--- src/rtl/pwm_generator.sv ---
// 8-bit free-running PWM generator: 256-clock period, registered pwm_out and period_start.
// Define PWM_GENERATOR_SHADOW_EN to latch duty only at period boundaries (glitch-free update).
module pwm_generator (
  input  logic       clk,
  input  logic       rst,
  input  logic [7:0] duty,
  output logic       pwm_out,
  output logic       period_start
);

  logic [7:0] cnt;
  logic [7:0] cnt_next;
  logic       wrap;
  logic [7:0] duty_eff;

  assign cnt_next = cnt + 8'd1;
  assign wrap     = (cnt_next == 8'd0);

`ifdef PWM_GENERATOR_SHADOW_EN
  logic [7:0] duty_shadow;

  always_ff @(posedge clk) begin
    if (rst) begin
      duty_shadow <= 8'd0;
    end else if (wrap) begin
      duty_shadow <= duty;
    end
  end

  // At the wrap edge the shadow is being loaded this same edge, so compare against
  // the incoming duty; the cnt == 0 cycle then already reflects the new value.
  assign duty_eff = wrap ? duty : duty_shadow;
`else
  assign duty_eff = duty;
`endif

  always_ff @(posedge clk) begin
    if (rst) begin
      cnt          <= 8'd0;
      pwm_out      <= 1'b0;
      period_start <= 1'b0;
    end else begin
      cnt          <= cnt_next;
      pwm_out      <= (cnt_next < duty_eff);
      period_start <= wrap;
    end
  end

endmodule

--- config.mk ---
export PLATFORM = sky130hd
export DESIGN_NAME = pwm_generator
export DESIGN_NICKNAME = d
export VERILOG_FILES = /design/src/rtl/pwm_generator.sv
export SDC_FILE = /design/constraint.sdc
export NUM_CORES = 1
export LEC_CHECK = 0
export ABC_AREA = 1
export ABC_CLOCK_PERIOD_IN_PS = 2470
export BUFFER_PORTS_ARGS = -buffer_cell sky130_fd_sc_hd__buf_2
export CORE_MARGIN = 2
export CORE_UTILIZATION = 50
export CTS_CLUSTER_DIAMETER = 30
export DETAILED_ROUTE_END_ITERATION = 7
export GPL_TIMING_DRIVEN = 0
export PLACE_DENSITY_LB_ADDON = 0.2
export SETUP_SLACK_MARGIN = 0.05
export SLEW_MARGIN = 20
export SYNTH_ARGS = -nofsm -noshare
export SYNTH_HDL_FRONTEND = slang
export SYNTH_SLANG_ARGS = --single-unit
export TNS_END_PERCENT = 1
--- constraint.sdc ---
create_clock -name clk -period 2.47 [get_ports clk]
set_clock_uncertainty 0.1 [all_clocks]
set_input_delay 0.247 -clock clk [delete_from_list [all_inputs] [get_ports clk]]
set_output_delay 0.247 -clock clk [all_outputs]
set_load 0.01 [all_outputs]
==> out/metrics.cfg, run 1 <==
[status]
status=finished clean

[synthesis]
synth-seq-area-share_pct=30.83
yosysWarnings=0
syn_area_per_cell_sq_um=7.136
synth.net_count=109
yosysUniqueCellTypes=21
synthCells=91
syn_area_sq_um=649.4
ys_seq_elements=10
yosys.area.top_type=dfxtp_1
synth_area_leaders=dfxtp_1 31%, ha_1 15%, inv_1 12%
yosysTopAreaCellShare_pct=30.83

[routing]
postRouteAntennaNets=0
drtIter0Drc=6
vias=571
wire_per_inst_microns=8.613
routed_wl_mm=1.025
drc=0
vias_per_cell=4.798
first_pass_iters=4

[setup_path]
required_ns=2.58
cp-end-kind=flop
criticalPathCategory=flop to flop
critPathArrivalTime_ns=1.96
crit_chain=nand3_2 > nor2_4 > xnor2_1 > inv_1 > ha_1 > a21oi_1 > a21boi_1 > nor2_1 > nor2_1
cp_slowest_stage_delay_ns=0.41
critical_path.top_delay_family=simple AND/OR/NAND/NOR gates
cpMostUsedCell=nor2_1
cp_num_buf_inv=1
path_max_fanout=5
start_kind=flop
slowest_stage=dfxtp_1

[clocking]
cts_tree=built
clk_latency_ns=0.26
clk_path_buf_depth=2
cts_buffers=3
cts.sinks=10
cts_resized=0
path_clk_slew_ns=0.07
cts_setup_buffers=0
root_buffer=clkbuf_4
htreeDepth=1
postCtsHoldBufs=0

[power]
swShare_pct=22.77
intPower_uw=276.1
combPwrFrac_pct=12.0
p_switching_uw=81.39
p_per_area_mw_per_mm2=474.6
power.leakage_nw=0.4326
p_clk_share_pct=40.0
vdd_drop_max_v=0.0003413
seqPwrFrac_pct=48.0

[grt]
grt_pass1_vias=459
track_usage_pct=16.26
antenna_found_initial=0
grt_pass1_wl_mm=1.725
grt-ovfl-total=0
grt_max_degree=11

[final_layout]
final_cell_mix=21 x inv_1, 12 x nor2_1, 12 x nand2_1
area_growth_syn_to_layout_pct=15.99
fillers=114
drive_gt1_share_pct=20.95
final_common_cell=inv_1
antenna_cells=0
nets=124

[floorplanning]
die-area_sq_mm=0.001603
io_pins=12
core_area_sq_mm=0.001156
die_y_microns=40.04
rows=12
initial_utilization_pct=56.17
die_w_microns=40.04

[sta]
setup_viol=0
final.setup.tns_ns=0
min_period_ns=1.856
slew_headroom_pct=72.63
rsz0062_at_grt=false
setup_ws_ns=0.6136
fmax_mhz=538.7
worst_pin_slew_ns=0.4105
drv_slew=0
hold_viol=0
post-route-period-util_pct=75.16

[placement]
dp_hpwl_microns=873.4
gp_congestion=0.8229
post-place-ws_ns=0.6048
io_buffers=10

[flow_run]
drv_cap=0

[hold_path]
hold_path.class=primary input to flop

[cell families (layout without fill, tap and decap cells)]
group,after synthesis,after routing,share of synthesized area (%)
simple gates,41,41,31.41
flops,10,10,30.83
buf+inv,22,36,12.72
compound gates,8,8,6.936
fa+ha+maj,8,8,15.41
xor+xnor,2,2,2.698
[synth_stat cells]
| cell | number |
|---|---|
| a21boi_1 | 1 |
| a21oi_1 | 3 |
| clkbuf_1 | 1 |
| dfxtp_1 | 10 |
| ha_1 | 8 |
| inv_1 | 21 |
| nand2_1 | 12 |
| nand2_2 | 3 |
| nand3_1 | 6 |
| nand3_2 | 2 |
| nand4_1 | 2 |
| nor2_1 | 12 |
| nor2_2 | 1 |
| nor2_4 | 1 |
| nor3_1 | 1 |
| nor3_2 | 1 |
| o21ai_0 | 1 |
| o21ai_1 | 2 |
| o21bai_1 | 1 |
| xnor2_1 | 1 |
| xor2_1 | 1 |
[per-layer routing]
layer  vias up  wire [microns]  global-route usage [%]  part of all wire [%]
li1        314               -                       -                     -
met1       243             503                   19.40                    49
met2        12             448                   26.21                    44
met3         2              64                   8.333                   6.2
met4         0               8                   2.586                  0.78
met5         -               0                       0                     0
[power by group through the flow]
| stage | Combinational [mW] | Clock [mW] | Sequential [mW] |
|---|---|---|---|
| 5_1_grt | 0.0520 | 0.157 | 0.172 |
| 3_5_place_dp | 0.0438 | 0 | 0.175 |
| 4_1_cts | 0.0440 | 0.148 | 0.171 |
| 6_report | 0.0428 | 0.143 | 0.172 |
| 2_1_floorplan | 0.0299 | 0 | 0.175 |
| 3_3_place_gp | 0.0426 | 0 | 0.175 |
[through the flow]
stage / util, % / power (mW) / hold WS (ns) / area (sq um) / std cells
floorplan: - / 0.2053 / 0.3551 / 649.4 / 91
global placement: 62.01 / 0.2178 / 0.3792 / 716.9 / 115
detailed placement: 62.01 / 0.2189 / 0.3895 / 716.9 / 115
CTS: 65.15 / 0.3632 / 0.2617 / 753.2 / 119
global route: 65.15 / 0.3808 / 0.2833 / 753.2 / 119
finish: 65.15 / 0.3575 / 0.2573 / 753.2 / 119
[cell type report]
class	count	area, sq um	area share (%)
Multi-Input combinational cell	59	366.6	48.67
Inverter	21	78.83	10.47
Clock buffer	4	36.28	4.817
Tap cell	14	17.52	2.326
Buffer	1	3.754	0.4983
Sequential cell	10	200.2	26.58
Timing Repair Buffer	10	50.05	6.645
[sequential cells by signal, indices dropped and copies added, names as in the netlist]
| signal | count |
|---|---|
| cnt | 8 |
| period_start | 1 |
| pwm_out | 1 |
[worst paths after layout]
kind,from,end,slack (ns),depth (start not counted)
min,rst,cnt[0],0.26,2
min reg2reg,cnt[7],cnt[7],0.39,2
max reg2reg,cnt[0],pwm_out,0.61,9
max,cnt[0],pwm_out,0.61,9
Power figures use the tool's default switching activity.
==> inputs of run 2 (changes only) <==
--- a/config.mk
+++ b/config.mk
@@ -6,10 +6,10 @@
 export NUM_CORES = 1
 export LEC_CHECK = 0
 export ABC_AREA = 1
-export ABC_CLOCK_PERIOD_IN_PS = 2470
+export ABC_CLOCK_PERIOD_IN_PS = 1500
 export BUFFER_PORTS_ARGS = -buffer_cell sky130_fd_sc_hd__buf_2
 export CORE_MARGIN = 2
-export CORE_UTILIZATION = 50
+export CORE_UTILIZATION = 47
 export CTS_CLUSTER_DIAMETER = 30
 export DETAILED_ROUTE_END_ITERATION = 7
 export GPL_TIMING_DRIVEN = 0
==> constraint.sdc (replaced) <==
create_clock -name clk -period 1.5 [get_ports clk]
set_clock_uncertainty 0.1 [all_clocks]
set_input_delay 0.15 -clock clk [delete_from_list [all_inputs] [get_ports clk]]
set_output_delay 0.15 -clock clk [all_outputs]
set_load 0.01 [all_outputs]
==> out/metrics.cfg, run 2 (synthesized netlist as in run 1, its figures left out) <==
[routing]
first_pass_iters=3  ; was 4
postRouteAntennaNets=0  ; unchanged
routed_wl_mm=1.546  ; was 1.025 mm
wire_per_inst_microns=12.27  ; was 8.613 microns
drtIter0Drc=7  ; was 6
vias=614  ; was 571
drc=0  ; unchanged
vias_per_cell=4.873  ; was 4.798

[floorplanning]
rows=13  ; was 12
die-area_sq_mm=0.001695  ; was 0.001603 sq mm
initial_utilization_pct=49.90  ; was 56.17%
io_pins=12  ; unchanged
core_area_sq_mm=0.001301  ; was 0.001156 sq mm
die_y_microns=41.17  ; was 40.04 microns
die_w_microns=41.17  ; was 40.04 microns

[power]
intPower_uw=420.7  ; was 276.1 uW
swShare_pct=27.76  ; was 22.77%
seqPwrFrac_pct=48.7  ; was 48.0%
combPwrFrac_pct=19.6  ; was 12.0%
p_switching_uw=161.7  ; was 81.39 uW
p_per_area_mw_per_mm2=598.3  ; was 474.6 mW/mm^2
power_uw=582.4  ; was 357.5 uW
vdd_drop_max_v=0.0003642  ; was 0.0003413 V
p_clk_share_pct=31.7  ; was 40.0%
power.leakage_nw=0.4749  ; was 0.4326 nW

[final_layout]
utilization_pct=74.81  ; was 65.15%
final_cell_mix=17 x inv_1, 10 x nor2_1, 10 x buf_2  ; was 21 x inv_1, 12 x nor2_1, 12 x nand2_1
area_growth_syn_to_layout_pct=49.90  ; was 15.99%
antenna_cells=0  ; unchanged
nets=131  ; was 124
largest_reg_flops=8  ; unchanged
fillers=98  ; was 114
regMostFlops=cnt  ; unchanged
layout_top_registers=cnt (8), period_start (1), pwm_out (1)  ; unchanged
drive_gt1_share_pct=49.55  ; was 20.95%
multiInputGateArea_sq_um=528.0  ; was 366.6 sq um
stdcell_count=126  ; was 119
final_common_cell=inv_1  ; unchanged
seq_area_sq_um=216.5  ; was 200.2 sq um

[setup_path]
path_depth=10  ; was 9
cp-end-kind=flop  ; unchanged
cp_slowest_stage_delay_ns=0.38  ; was 0.41 ns
crit_chain=nand3_4 > nor2_4 > buf_4 > nand3_2 > nand2_2 > nand2_2 > ha_4 > nand3_1 > nor2_1 > nor2_1  ; was nand3_2 > nor2_4 > xnor2_1 > inv_1 > ha_1 > a21oi_1 > a21boi_1 > nor2_1 > nor2_1
required_ns=1.56  ; was 2.58 ns
critPathArrivalTime_ns=1.78  ; was 1.96 ns
criticalPathCategory=flop to flop  ; unchanged
reg2reg_slack_ns=-0.22  ; was 0.61 ns
path_max_fanout=3  ; was 5
cp-endpoint=pwm_out  ; unchanged
cp_num_buf_inv=1  ; unchanged
r2r-start=cnt[0]  ; unchanged
critical_path.top_delay_family=simple AND/OR/NAND/NOR gates  ; unchanged
rr_endpoint=pwm_out  ; unchanged
reg2regPathDepth=10  ; was 9
start_kind=flop  ; unchanged
slowest_stage=dfxtp_4  ; was dfxtp_1
startpoint=cnt[0]  ; unchanged

[sta]
min_period_ns=1.720  ; was 1.856 ns
fmax_mhz=581.4  ; was 538.7 MHz
drv_slew=0  ; unchanged
hold_viol=0  ; unchanged
setup_ws_ns=-0.2199  ; was 0.6136 ns
setup_viol=1  ; was 0
post-route-period-util_pct=114.7  ; was 75.16%
worst_pin_slew_ns=0.4395  ; was 0.4105 ns
rsz0062_at_grt=true  ; was false
slew_headroom_pct=70.70  ; was 72.63%

[clocking]
cts_buffers=3  ; unchanged
clk_latency_ns=0.26  ; about the same
clk_path_buf_depth=2  ; unchanged
root_buffer=clkbuf_4  ; unchanged
cts.sinks=10  ; unchanged
htreeDepth=1  ; unchanged
cts_tree=built  ; unchanged
path_clk_slew_ns=0.07  ; about the same

[placement]
dp_hpwl_microns=985.3  ; was 873.4 microns
gp_congestion=0.6565  ; was 0.8229
io_buffers=10  ; unchanged
placed_cells=116  ; was 115
post-place-ws_ns=-0.2791  ; was 0.6048 ns

[grt]
antenna_found_initial=0  ; unchanged
grt_max_degree=11  ; unchanged
grt_pass1_wl_mm=2.256  ; was 1.725 mm
track_usage_pct=21.76  ; was 16.26%
grt-ovfl-total=0  ; unchanged
grt_pass1_vias=544  ; was 459

[flow_run]
drv_cap=0  ; unchanged

[status]
status=finished with violations  ; was finished clean
violations=setup timing

[hold_path]
hold_path.class=primary input to flop  ; unchanged
hold_start=rst  ; unchanged

-- run 2: metrics by stage --
stage / hold WS (ns) / instance area (sq um) / TNS (ns)
floorplan: 0.3157 / 664.4 / -0.1189
global placement: 0.3520 / 733.2 / -0.2501
detailed placement: 0.3559 / 733.2 / -0.2791
CTS: 0.1637 / 890.9 / -0.1583
global route: 0.1879 / 973.4 / -0.3178
finish: 0.1629 / 973.4 / -0.2199
-- run 2: layout make-up --
class	count	share of cell area [%]
timing repair buffer	17	10.54
inverter	21	8.355
sequential	10	22.24
buffer	1	0.3856
tap	15	1.928
clock buffer	3	2.314
multi-input combinational	59	54.24
-- run 2: worst min-delay path by stage --
stage               slack (ns)  endpoint  cells after the start
detailed placement        0.36    cnt[0]                      1
global placement          0.35    cnt[0]                      1
CTS                       0.16    cnt[0]                      2
finish                    0.16    cnt[0]                      2
floorplan                 0.32   pwm_out                      4
global route              0.19    cnt[0]                      2
-- run 2: worst register-to-register path: cells and delay by family, from the launching register on --
family	cells	cell delay (ns)
AND/OR/NAND/NOR	8	0.72
flip-flops	1	0.38
adder cells (fa/ha/maj)	1	0.27
buffers and inverters	1	0.13
-- run 2: timing repair --
item | CTS | global route
gates resized for setup | 23 | 13
hold buffers | 0 | 0
gates cloned | 0 | 0
pin swaps | 12 | 13
setup buffers | 5 | 2
endpoints found under the setup margin | 1 | 2
-- run 2: per-layer routing --
layer | vias up | wire length, microns | track usage (%)
met1 | 276 | 649 | 24.03
met5 | - | 0 | 0
met2 | 11 | 833 | 39.06
met3 | 5 | 26 | 3.261
li1 | 322 | - | -
met4 | 0 | 37 | 12.10
-- run 2: power groups by stage --
stage / combinational (mW) / sequential (mW) / clock (mW)
floorplan: 0.0505 / 0.290 / 0
global placement: 0.0718 / 0.290 / 0
detailed placement: 0.0769 / 0.290 / 0
CTS: 0.0989 / 0.284 / 0.182
global route: 0.134 / 0.285 / 0.202
finish: 0.114 / 0.284 / 0.184
